## src/rtl/timer_irq.sv

```systemverilog
// Memory-mapped interval timer with reload, sticky overflow status, interrupt line and free-running cycle counter.
// Latency: reads are combinational (0 cycles); writes and counting take effect at the next rising edge.
// Backpressure: none; every bus access completes in its own cycle, so the bus is never stalled.
module timer_irq #(
    parameter logic [31:0] BASE_ADDR = 32'h4000_0000
) (
    input  logic        clk,
    input  logic        reset,
    input  logic        MemRead,
    input  logic        MemWrite,
    input  logic [31:0] Address,
    input  logic [31:0] WriteData,
    output logic [31:0] ReadData,
    output logic        Hit,
    output logic        IRQ
);

    // Word offsets inside the 32-byte window.
    localparam logic [2:0] OFF_TH      = 3'd0;
    localparam logic [2:0] OFF_TL      = 3'd1;
    localparam logic [2:0] OFF_TCON    = 3'd2;
    localparam logic [2:0] OFF_SYSTICK = 3'd5;

    logic [31:0] th;
    logic [31:0] tl;
    logic [31:0] systick;
    logic        en;
    logic        ie;
    logic        st;

    logic [2:0]  off;
    logic        wr_hit;
    logic        wr_th;
    logic        wr_tl;
    logic        wr_tcon;
    logic        tl_max;
    logic        ovf;
    logic        st_set;
    logic        unused_addr_bits;

    // Byte-lane bits are ignored; the window is decoded on the upper 27 bits.
    assign unused_addr_bits = ^Address[1:0];
    assign off              = Address[4:2];
    assign Hit              = (Address[31:5] == BASE_ADDR[31:5]);

    assign wr_hit  = MemWrite & Hit;
    assign wr_th   = wr_hit & (off == OFF_TH);
    assign wr_tl   = wr_hit & (off == OFF_TL);
    assign wr_tcon = wr_hit & (off == OFF_TCON);

    // A software write to TL overrides the counter that cycle, so it also
    // cancels the overflow (no reload, no status set) the old value implied.
    assign tl_max = (tl == 32'hFFFF_FFFF);
    assign ovf    = en & tl_max & ~wr_tl;
    assign st_set = ovf & ie;

    // Level interrupt purely from registers, so it never glitches on bus activity.
    assign IRQ = ie & st;

    // Reload register: software write only.
    always_ff @(posedge clk or negedge reset) begin
        if (!reset) begin
            th <= 32'd0;
        end else if (wr_th) begin
            th <= WriteData;
        end
    end

    // Counter: software write wins, otherwise count and reload from the pre-edge TH on overflow.
    always_ff @(posedge clk or negedge reset) begin
        if (!reset) begin
            tl <= 32'd0;
        end else if (wr_tl) begin
            tl <= WriteData;
        end else if (en) begin
            tl <= tl_max ? th : tl + 32'd1;
        end
    end

    // Control/status: hardware overflow set beats a software clear so no interrupt is lost.
    always_ff @(posedge clk or negedge reset) begin
        if (!reset) begin
            en <= 1'b0;
            ie <= 1'b0;
            st <= 1'b0;
        end else begin
            if (wr_tcon) begin
                en <= WriteData[0];
                ie <= WriteData[1];
            end
            if (st_set) begin
                st <= 1'b1;
            end else if (wr_tcon) begin
                st <= WriteData[2];
            end
        end
    end

    // Free-running cycle counter, read-only.
    always_ff @(posedge clk or negedge reset) begin
        if (!reset) begin
            systick <= 32'd0;
        end else begin
            systick <= systick + 32'd1;
        end
    end

    // Combinational read mux; zero whenever the access is not a read into the window.
    always_comb begin
        ReadData = 32'd0;
        if (MemRead && Hit) begin
            case (off)
                OFF_TH:      ReadData = th;
                OFF_TL:      ReadData = tl;
                OFF_TCON:    ReadData = {29'd0, st, ie, en};
                OFF_SYSTICK: ReadData = systick;
                default:     ReadData = 32'd0;
            endcase
        end
    end

endmodule
```

## config.mk

```make
export PLATFORM = sky130hd
export DESIGN_NAME = timer_irq
export DESIGN_NICKNAME = d
export VERILOG_FILES = /design/src/rtl/timer_irq.sv
export SDC_FILE = /design/constraint.sdc
export NUM_CORES = 1
export LEC_CHECK = 0
export CAP_MARGIN = 20
export CORE_MARGIN = 1
export CORE_UTILIZATION = 50
export CTS_BUF_LIST = sky130_fd_sc_hd__clkbuf_4 sky130_fd_sc_hd__clkbuf_8
export CTS_CLUSTER_DIAMETER = 150
export CTS_CLUSTER_SIZE = 12
export DETAILED_ROUTE_END_ITERATION = 10
export HOLD_SLACK_MARGIN = 0.02
export PLACE_DENSITY = 0.76
export SYNTH_ARGS = -nofsm -noshare
export SYNTH_HDL_FRONTEND = slang
export SYNTH_SLANG_ARGS = --single-unit
```

## constraint.sdc

```tcl
create_clock -name clk -period 3.4 [get_ports clk]
set_input_delay 1.02 -clock clk [delete_from_list [all_inputs] [get_ports clk]]
set_output_delay 1.02 -clock clk [all_outputs]
set_load 0.02 [all_outputs]
```

==> reports/qor.txt <==
CTS Buffer Depth = 2
via count of the first global-routing pass = 5641
Layout Utilization = 0.688
status = complete, but fails checks
pwr dens = 283 nW/um2
Setup crit start kind = input port
Net Sw Power = 521 uW
Syn Area/Cell = 9.59 um2
DPL Wire Length = 11.7 mm
P_int = 1.73 mW
Post-synth EDFFs = 0
Worst Setup EP = ReadData[22]
Iter 0 DRT Violations = 507
Worst slew margin = 0.566
Tmin final = 3560 ps
worst setup path startpoint = Address[13]
worst vdd ir = 0.000218 V
share of cells above drive strength 1 = 0.315
Slew Limit Fails = 0
largest net degree at the start of global routing = 51
r2r endpoint = tl[28]
Final Cycle Share = 1.05
Overall Power = 2.25 mW
I/O pin total = 102
Initial Util = 0.518
antenna cells = 0
Clk pwr share = 0.381
clock latency on the worst-skew pair = 380 ps
final instance area = 7930 um2
Async S/R FF share, synth = 1.00
Sequential Power Share = 0.524
post-DR vias/cell = 6.31
Mapped Nets = 692
RD Place Congestion = 0.874
grt total ovfl = 0
RSZ-0062 raised after global routing = yes
mapped cell area = 5960 um2
drt first pass iters = 8
H-tree depth = 3
Post-DP Area = 7350 um2
CP Max Fanout = 5
Netlist cell types = 61
most frequent cells after synthesis = dfrtp_1, mux2_2, nor2_1
GRT Total Usage = 0.299
initial antenna violation count = 0
row count = 39
register area share after synthesis = 0.416
chip height = 111 um
dpl cells = 857
worst reg-to-reg path cell count = 7
die area = 12400 um2
CP arrival = 2540 ps
most frequent cell after synthesis = dfrtp_1
Max Freq = 281 MHz
Seq cells post-synth = 99
number of synthesis warnings = 0
failing checks = design-rule violations, negative setup slack
Hold-fix buffers, CTS = 0
Worst Slack Setup Final = -164 ps
detailed-route via count = 5549
crit end category = output pin
# DRC = 10
CTS tree = built
Worst Hold Class = flop to flop
Post-Layout Cell Count = 879
layout net count = 802
Die Span X = 111 um
skew final = 9.75 ps
setup violators final = 32
post-synth top area cell = dfrtp_1
clk sinks = 99
first-pass GRT wire length = 28.9 mm
Wirelength per Cell = 20.5 um
Synth Instances = 622
number of max-cap violations = 0
post-route ant nets = 0
crit path kind = input port to output pin
Core Footprint = 11500 um2
internal reg-to-reg setup slack = 970 ps
Leak = 3.37 nW
Gate power share = 0.095
final wirelength = 18.0 mm
Yosys top cell area share = 0.416
switching share of power = 0.232
Worst EP required = 2380 ps
ys flop type = dfrtp_1
CTS Buf Count = 9
IO Port Bufs = 99
clock root buffer master = clkbuf_8
area grow syn2layout = 32.9%
Clock transition at path regs = 90 ps
worst r2r src = tl[0]
hold violation count in the final report = 0
Area contributors post-synth = dfrtp_1, mux2_2, xnor2_1, a22oi_1, nor2_1
Tightest Pin Transition = 651 ps
## final cells by class
class                      instances  area, um2
clock buffer                      11        145
clock inverter                     4       75.1
timing repair buffer             136       1430
tap                              143        179
inverter                           9       33.8
sequential                        99       2480
fill                             852       3590
multi-input combinational        477       3590
## kinds of logic after synthesis
| group | Yosys count | synth area share |
|---|---|---|
| AOI/OAI and AO/OA | 138 | 0.155 |
| xor gates and xnor gates | 44 | 0.0646 |
| adders and majority gates | 2 | 0.00420 |
| buffers and inverters | 46 | 0.0353 |
| DFF | 99 | 0.416 |
| muxes | 67 | 0.125 |
| and+or+nand+nor | 226 | 0.200 |
## placed cells by master (no fill, tap or decap), types with 5 or more instances in the layout
cell,netlist,final
dfrtp_1,99,99
mux2_2,58,58
nand2_1,55,55
clkdlybuf4s50_1,0,35
nand3_1,34,34
buf_6,2,33
buf_4,3,31
xnor2_1,29,29
o21ai_0,29,29
nor2_1,57,27
a22oi_1,31,27
a21oi_1,26,25
nor2_4,0,24
nand4_1,15,15
xor2_1,15,15
buf_2,8,12
and3_1,12,11
clkbuf_8,0,10
buf_12,0,9
inv_1,8,8
nor2_2,2,8
mux2i_1,8,8
nor3_1,9,8
a21o_1,8,8
a211oi_1,7,7
clkdlybuf4s15_1,0,7
nor4_2,2,6
o22a_1,6,6
and4_1,5,5
a31oi_1,5,5
o211ai_1,5,5
## registers in the layout (all words and copies together) (netlist names)
name     count
systick     32
st           1
th          32
tl          32
ie           1
en           1
## metal layers
metal | wire length, um | vias up | track usage
met5 | 0 | - | 0
met4 | 506 | 0 | 0.137
met3 | 1350 | 36 | 0.0508
met2 | 8630 | 282 | 0.475
met1 | 7540 | 2733 | 0.399
li1 | - | 2498 | -
## worst min-delay path by stage
stage | cells after the start | end | slack (ps) | start
after floorplan | 1 | systick[31] | 440 | systick[31]
after global placement | 1 | systick[31] | 460 | systick[31]
after detailed placement | 1 | systick[5] | 480 | systick[5]
after CTS | 1 | systick[5] | 500 | systick[5]
after global routing | 1 | systick[5] | 530 | systick[5]
final | 1 | systick[5] | 500 | systick[5]
## power by group through the flow
stage               Sequential [mW]  Clock [mW]  Combinational (mW)
global route                   1.18       0.912               0.229
CTS                            1.18       0.868               0.209
floorplan                      1.20           0              0.0533
global placement               1.20           0               0.195
finish                         1.18       0.856               0.214
detailed placement             1.20           0               0.197
## worst max-delay path, stage by stage
cell,delay (ps)
buf_2,120
nor4_4,270
nand4_1,180
nor2_4,140
and3_4,210
nand2b_4,90
buf_12,150
buf_16,140
nor2_4,100
buf_6,120
## through the flow
| stage | TNS, ps | hold slack [ps] | setup WS, ps |
|---|---|---|---|
| after CTS | -1420 | 496 | -98.1 |
| final | -3320 | 501 | -164 |
| after global routing | -4660 | 530 | -208 |
| after global placement | -27040 | 460 | -872 |
| after floorplan | -1190 | 440 | -51.3 |
| after detailed placement | -27930 | 480 | -905 |
## timing repair
item / in CTS / in global routing
gates cloned: 4 / 0
setup endpoints to repair: 33 / 32
buffers inserted: 3 / 0
resized for setup: 318 / 17
pin swaps: 16 / 2
hold endpoints to repair: 0 / 0
(Power assumes the default switching activity.)
